==> config.mk <==
export PLATFORM = sky130hd
export DESIGN_NAME = load_store_unit
export DESIGN_NICKNAME = d
export VERILOG_FILES = /design/src/rtl/lsu_pkg.sv /design/src/rtl/ls_lane_align.sv /design/src/rtl/load_store_unit.sv
export SDC_FILE = /design/constraint.sdc
export NUM_CORES = 1
export LEC_CHECK = 0
export BUFFER_PORTS_ARGS = -buffer_cell sky130_fd_sc_hd__buf_2
export CORE_ASPECT_RATIO = 0.75
export CORE_MARGIN = 5
export CORE_UTILIZATION = 45
export CTS_CLUSTER_SIZE = 10
export DETAILED_ROUTE_END_ITERATION = 10
export GPL_TIMING_DRIVEN = 0
export PLACE_DENSITY = 0.72
export SYNTH_ARGS = -nofsm -noshare
export SYNTH_HDL_FRONTEND = slang
export SYNTH_SLANG_ARGS = --single-unit
==> constraint.sdc <==
create_clock -name clk -period 3.3 [get_ports clk]
set_clock_uncertainty 0.1 [all_clocks]
set_input_delay 0.495 -clock clk [delete_from_list [all_inputs] [get_ports clk]]
set_output_delay 0.495 -clock clk [all_outputs]
set_load 0.005 [all_outputs]
==> src/rtl/lsu_pkg.sv <==
// Shared encodings for the load/store unit: access sizes and FSM states.
package lsu_pkg;

  localparam logic [1:0] SZ_BYTE = 2'b00;
  localparam logic [1:0] SZ_HALF = 2'b01;
  localparam logic [1:0] SZ_WORD = 2'b10;
  localparam logic [1:0] SZ_ILL  = 2'b11;

  typedef enum logic [2:0] {
    ST_IDLE   = 3'd0,
    ST_LOAD   = 3'd1,
    ST_RMW_RD = 3'd2,
    ST_WRITE  = 3'd3,
    ST_RESP   = 3'd4
  } state_e;

endpackage

==> src/rtl/ls_lane_align.sv <==
// Little-endian lane steering: extracts and extends a load value from a
// memory word, and merges store data into the addressed lane of that word.
module ls_lane_align
  import lsu_pkg::*;
(
  input  logic [31:0] word_i,
  input  logic [1:0]  addr_i,
  input  logic [1:0]  size_i,
  input  logic        unsigned_i,
  input  logic [31:0] wdata_i,
  output logic [31:0] load_o,
  output logic [31:0] merged_o
);

  logic [4:0]  byte_sh;
  logic [4:0]  half_sh;
  logic [7:0]  byte_v;
  logic [15:0] half_v;

  assign byte_sh = {addr_i, 3'b000};
  assign half_sh = {addr_i[1], 4'b0000};

  // Lane extraction with sign/zero extension, and lane merge for stores.
  always_comb begin
    byte_v   = word_i[byte_sh +: 8];
    half_v   = word_i[half_sh +: 16];
    load_o   = word_i;
    merged_o = wdata_i;
    case (size_i)
      SZ_BYTE: begin
        load_o   = unsigned_i ? {24'b0, byte_v} : {{24{byte_v[7]}}, byte_v};
        merged_o = word_i;
        merged_o[byte_sh +: 8] = wdata_i[7:0];
      end
      SZ_HALF: begin
        load_o   = unsigned_i ? {16'b0, half_v} : {{16{half_v[15]}}, half_v};
        merged_o = word_i;
        merged_o[half_sh +: 16] = wdata_i[15:0];
      end
      default: begin
        load_o   = word_i;
        merged_o = wdata_i;
      end
    endcase
  end

endmodule

==> src/rtl/load_store_unit.sv <==
// Load/store unit in front of data_mem: one request in flight, sub-word
// stores done as read-modify-write because data_mem writes whole words.
module load_store_unit
  import lsu_pkg::*;
#(
  parameter int MEM_WORDS = 256
) (
  input  logic        clk,
  input  logic        rst,
  input  logic        req_valid,
  output logic        req_ready,
  input  logic        req_we,
  input  logic [1:0]  req_size,
  input  logic        req_unsigned,
  input  logic [31:0] req_addr,
  input  logic [31:0] req_wdata,
  output logic        resp_valid,
  input  logic        resp_ready,
  output logic [31:0] resp_rdata,
  output logic        resp_err,
  output logic [31:0] mem_add,
  output logic [31:0] mem_data_in,
  output logic        mem_wen,
  input  logic [31:0] mem_data_out
);

  localparam logic [29:0] MEM_LIMIT = 30'(MEM_WORDS);

  state_e      state_q, state_d;
  logic [31:0] addr_q;
  logic [1:0]  size_q;
  logic        uns_q;
  logic [31:0] wdata_q;
  logic [31:0] memdin_q;
  logic [31:0] rdata_q;
  logic        err_q;
  logic        req_err;
  logic [31:0] load_val;
  logic [31:0] merged_val;

  assign req_err = (req_size == SZ_ILL)
                 | ((req_size == SZ_HALF) && req_addr[0])
                 | ((req_size == SZ_WORD) && (req_addr[1:0] != 2'b00))
                 | (req_addr[31:2] >= MEM_LIMIT);

  ls_lane_align u_align (
    .word_i     (mem_data_out),
    .addr_i     (addr_q[1:0]),
    .size_i     (size_q),
    .unsigned_i (uns_q),
    .wdata_i    (wdata_q),
    .load_o     (load_val),
    .merged_o   (merged_val)
  );

  // State register; reset aborts any in-flight request.
  always_ff @(posedge clk) begin
    if (rst) state_q <= ST_IDLE;
    else     state_q <= state_d;
  end

  // Next-state decision; errors skip memory entirely.
  always_comb begin
    state_d = state_q;
    case (state_q)
      ST_IDLE: begin
        if (req_valid) begin
          if (req_err)                 state_d = ST_RESP;
          else if (!req_we)            state_d = ST_LOAD;
          else if (req_size == SZ_WORD) state_d = ST_WRITE;
          else                         state_d = ST_RMW_RD;
        end
      end
      ST_LOAD:   state_d = ST_RESP;
      ST_RMW_RD: state_d = ST_WRITE;
      ST_WRITE:  state_d = ST_RESP;
      ST_RESP:   if (resp_ready) state_d = ST_IDLE;
      default:   state_d = ST_IDLE;
    endcase
  end

  // Handshake and write strobe decoded from state; write blocked during reset.
  always_comb begin
    req_ready  = (state_q == ST_IDLE) && !rst;
    resp_valid = (state_q == ST_RESP);
    mem_wen    = (state_q == ST_WRITE) && !rst;
  end

  // Request capture, load result and merged write word; held through RESP.
  always_ff @(posedge clk) begin
    if (rst) begin
      addr_q   <= '0;
      size_q   <= '0;
      uns_q    <= 1'b0;
      wdata_q  <= '0;
      memdin_q <= '0;
      rdata_q  <= '0;
      err_q    <= 1'b0;
    end else begin
      case (state_q)
        ST_IDLE: begin
          if (req_valid) begin
            addr_q   <= req_addr;
            size_q   <= req_size;
            uns_q    <= req_unsigned;
            wdata_q  <= req_wdata;
            memdin_q <= req_wdata;
            rdata_q  <= '0;
            err_q    <= req_err;
          end
        end
        ST_LOAD:   rdata_q  <= load_val;
        ST_RMW_RD: memdin_q <= merged_val;
        default: ;
      endcase
    end
  end

  assign mem_add     = {2'b00, addr_q[31:2]};
  assign mem_data_in = memdin_q;
  assign resp_rdata  = rdata_q;
  assign resp_err    = err_q;

endmodule
Word-level counts from Yosys, hierarchy flattened:

Cells that the tools add are included.
Widths: inputs -> output; s select.

* bits in registers: 135
* latch bits: 0
* memory bits (writable): 0
* ROM bits: 0
* bits of input ports: 104
* output and inout bits: 100
* word-level logic and storage cells: 61
* memories: 0

* $add $sub $neg: 2
* multipliers: 0
* divide/modulo/power cells: 0
* magnitude comparators: 1
* eq/ne operators: 10
* shifts and indexed selects: 6
* mux-type cells: 16
* bitwise operators: 3
* reduce and logical (&&, ||, !) cells: 15

Operators by type and width (number)
* $pmux 32 s2: 4
* $mux 32: 4
* $bwmux 32: 2
* $shift 16x7->32 const A: 1
* $shift 8x7->32 const A: 1
* $shiftx 16x7->32: 1
* $shiftx 32x6->16: 1
* $shiftx 32x6->8: 1
* $shiftx 8x7->32: 1
* $ge 30x9->1 const B: 1
* $neg 5->7: 2
* $pmux 3 s4: 1
* $mux 3: 3
* $reduce_and 2->1: 4
* $eq 3x2->1 const B: 2
* $reduce_bool 2->1: 3
* $eq 2x1->1 const B: 2
* $eq 2x2->1 const B: 2
* $logic_and 1x1->1: 4
* $eq 3x1->1 const B: 1
* $eq 3x3->1 const B: 1
* $logic_not 3->1: 1
* $or 1x1->1: 3
* $logic_not 2->1: 1
* 6 further kinds: 6

Depth between registers and ports, before layout:

* depth in word-level cells: 8
* depth in mapped cells: 8
* mapped depth without buffers: 6

Cells and area by module:

From an unflattened synthesis, not the netlist that was laid out.

* cells, all modules: 893
* area, all modules: 6782.8 µm²

By module, submodules not included
* load_store_unit: times used 1, cells each 611, area an instance 5053.6 µm², seq. area each 2702.6 µm²
* ls_lane_align: times used 1, cells each 282, area an instance 1729.2 µm², seq. area each 0.0 µm²

Worst setup path after synthesis:

Ideal clock, no wire load.

* kind: register -> register
* start: register addr_q[0]
* end: register memdin_q[30] (netlist: mem_data_in[30])
* setup time: 122 ps
* data arrival time: 2096 ps
* required time: 3078 ps
* setup slack: 983 ps
* stages on the path, launching flop included: 9
* path buffers: 2
* clock period less this slack: 2317 ps
* cells stage by stage: dfxtp_1 clkbuf_1 inv_1 ha_1 nor4bb_1 buf_1 a221oi_1 a21oi_1 a221o_1

* cells in the longest elaborated chain, start to end: 5
* elaborated cells on any way between the ends: 6
* those cells by class: add/sub (1); shift (2); mux (3)

Ends and longest elaborated chain
* start: declaration: line load_store_unit.sv:30 `logic [31:0] addr_q;`
* start signal: assignment: line load_store_unit.sv:103 `addr_q <= req_addr;`
* $neg 5->7 *: line ls_lane_align.sv:33 `merged_o[byte_sh +: 8] = wdata_i[7:0];`
* $shiftx 8x7->32 / $shift 8x7->32 (equally long branches): line ls_lane_align.sv:33
* $bwmux 32 *: line ls_lane_align.sv:33
* $pmux 32 s2 *: line ls_lane_align.sv:29 `case (size_i)`
* $pmux 32 s2 *: line load_store_unit.sv:100 `case (state_q)`
* end signal: assignment: line load_store_unit.sv:107 `memdin_q <= req_wdata;`
* end signal: assignment: line load_store_unit.sv:113 `ST_RMW_RD: memdin_q <= merged_val;`
* end: declaration: line load_store_unit.sv:34 `logic [31:0] memdin_q;`

Mark *: on every way between the ends. The rest lies on a longest branch, timed or not.
A chain may end at the register's enable or synchronous reset.

Worst setup path in the final report:

Ends and elaborated chain as after synthesis.

==> flow_summary_export.csv <==
group,metric,value,unit
route,avgViaCountPerCell,5.68,
hold_path,hp-class,"in -> reg",
clock_tree,htree_levels,4,
timing,finalSetupViolCount,0,
clock_tree,clkSlewWorstSetupHoldPaths,60,ps
setup_path,required,3560,ps
route,drc,0,
logic_synthesis,yosys-top-cells-count,"nand2_1 (178), dfxtp_1 (135), a21oi_1 (127), o21ai_0 (54), clkbuf_1 (53)",
logic_synthesis,netlist_area,0.00656,mm²
global_routing,antenna_found_initial,0,
route,route.vias.total,7020,
logic_synthesis,ys_seq_area_share,41.2,%
run,cap_violations,0,
placement,dp_hpwl,18500,µm
logic_synthesis,avgSynthCellArea,8.18,µm²
timing,period_share,91.3,%
setup_path,worst_setup_path_end_kind,"register",
setup_path,cp_max_fo,10,
die,rows,38,
setup_path,r2r-start,"addr_q[0]",
timing,hold_viol_final,0,
timing,rsz0062_at_grt,"no",
die,dieArea,0.0171,mm²
setup_path,crit_start,"addr_q[0]",
cells_and_area,drive_above_1_share,28.2,%
setup_path,path_buf_inv,3,
placement,gp_congestion,1.01,
global_routing,grt_pass1_wl,36700,µm
global_routing,overflow,0,
logic_synthesis,synth_seq_cells,135,
logic_synthesis,netlist.area_leader.share,41.2,%
clock_tree,post_cts_resized,0,
logic_synthesis,synth_edf_count,0,
hold_path,hp-start,"req_addr[6]",
logic_synthesis,yosysWarnings,0,
timing,worstMarginPinSlew,1150,ps
clock_tree,cts_setup_buffers,0,
clock_tree,ctsLongestPathBuffers,2,
clock_tree,clock-sinks,135,
power_and_ir_drop,power_density,504,mW/mm²
timing,fin_setup_tns,0,ps
route,dr.pass1.iters,6,
logic_synthesis,synth_flop_cell,"dfxtp_1",
route,ant_nets,0,
cells_and_area,syn_to_final_growth,27.6,%
timing,setup_ws,288,ps
global_routing,grt_max_degree,17,
clock_tree,ctsHoldBuffers,0,
run_status,status,"complete, no violations",
power_and_ir_drop,p_leak,3.66,nW
global_routing,grt_pass1_vias,6501,
setup_path,slowest_delay,570,ps
placement,portBuffers,200,
placement,dp_slack,406,ps
route,drt-total-wl,24400,µm
die,die_h,115,µm
logic_synthesis,synth_cell_types,55,
logic_synthesis,synthMostInstantiatedCell,"nand2_1",
power_and_ir_drop,peakVddDrop,387,µV
setup_path,worstPathCellList,"clkbuf_1 -> inv_1 -> ha_1 -> nor4bb_1 -> buf_1 -> a221oi_1 -> a21oi_1 -> a221o_1",
clock_tree,cts_root_buffer,"clkbuf_16",
global_routing,grt_use_total,27.9,%
route,avgRoutedWirePerCell,19.8,µm
timing,relSlewSlack,23.2,%
die,die_w,149,µm
timing,period_needed,3010,ps
setup_path,arrival,3270,ps
logic_synthesis,async_reset_ff_share,0,%
setup_path,cpLargestDelayFamily,"buffers and inverters",
route,drt_iter0_drc,675,
die,initial_core_util,45.7,%
clock_tree,cts-buffers-inserted,17,
cells_and_area,final_nets,1130,
die,ios,204,
clock_tree,cts_tree,"built",
logic_synthesis,synth_top_cell_by_area,"dfxtp_1",
die,coreArea,0.0144,mm²
setup_path,cp_slowest_cell,"clkbuf_1",
logic_synthesis,synth_area_leaders,"dfxtp_1 (41%), nand2_1 (10%), a21oi_1 (9.7%), a221o_1 (4.1%), o21ai_0 (4.1%)",
setup_path,start_kind,"register",
timing,slew_violations,0,
setup_path,critPathKind,"reg -> reg",
logic_synthesis,synthCells,801,
clock_tree,clock_latency,410,ps
timing,fmax,0.332,GHz
==> layer usage <==
layer / track usage (%) / vias up / part of all wire, % / routed length, µm
met5: 0 / - / 0 / 0
met1: 40.6 / 3264 / 45 / 10900
met4: 7.93 / 0 / 2.0 / 491
met3: 7.87 / 42 / 12 / 2850
met2: 40.1 / 407 / 42 / 10100
li1: - / 3307 / - / -
==> power by group <==
group	switching [W]	leakage, nW	internal, W
combinational	0.000384	2.29	0.000267
clock	0.000756	0.262	0.00104
sequential	0.0000688	1.10	0.00171
total	0.00121	3.66	0.00301
==> flip-flops by register name, summed over array words and instances (netlist names) <==
register and count:
addr_q 32, mem_data_in 32, resp_rdata 32, wdata_q 32, state_q 3, size_q 2
resp_err 1, uns_q 1
==> cells by family after synthesis <==
logic type	share of synthesized area (%)
mux	4.29
buf+inv	8.28
simple gates	16.8
fa+ha+maj	0.954
compound gates	28.4
flops	41.2
other cells	0.0572
==> per-stage QoR <==
step	total power, W	area [µm²]	util, %	hold slack (ps)	std cells
3_5_place_dp	0.00244	7810	54.4	341	1202
4_1_cts	0.00421	8360	58.2	206	1234
5_1_grt	0.00437	8360	58.2	213	1234
2_1_floorplan	0.00216	6560	-	336	802
3_3_place_gp	0.00244	7810	54.4	334	1202
6_report	0.00422	8370	58.3	214	1235
==> tightest hold or removal path: cells and delay by family <==
| family | cells | cell delay [ps] |
|---|---|---|
| buf+inv | 1 | 100 |
| compound gates | 1 | 50 |
| simple gates | 1 | 40 |
==> cell usage in the layout, fill, tap and decap left out, drive strengths merged, types with 6 or more instances in the layout <==
master    n
a211o     8
a21oi   127
a221o    27
a221oi   19
a22o     19
buf     241
clkbuf   71
clkinv    6
dfxtp   135
inv      15
mux2i     9
mux4      6
nand2   178
nor2     17
nor2b     8
nor3      9
nor3b     9
nor4      6
o21ai    55
o22ai     7
==> cell type report <==
cell class,instances,area [µm²]
plain buffers,95,498
repair buffers,200,1000
diodes,1,2.50
flip-flops and latches,135,2700
multi-input cells,560,3310
clock buffers,17,425
inverters,12,45.0
clock inverters,15,128
well taps,200,250
fillers,1406,5990
==> final timing paths <==
check,cells past startpoint,slack [ps],to
setup / recovery,8,290,mem_data_in[30]
hold / removal,3,210,addr_q[6]
setup reg to reg,8,290,mem_data_in[30]
hold reg to reg,2,350,resp_rdata[31]
Note: power is estimated with default switching activity, not from simulation.
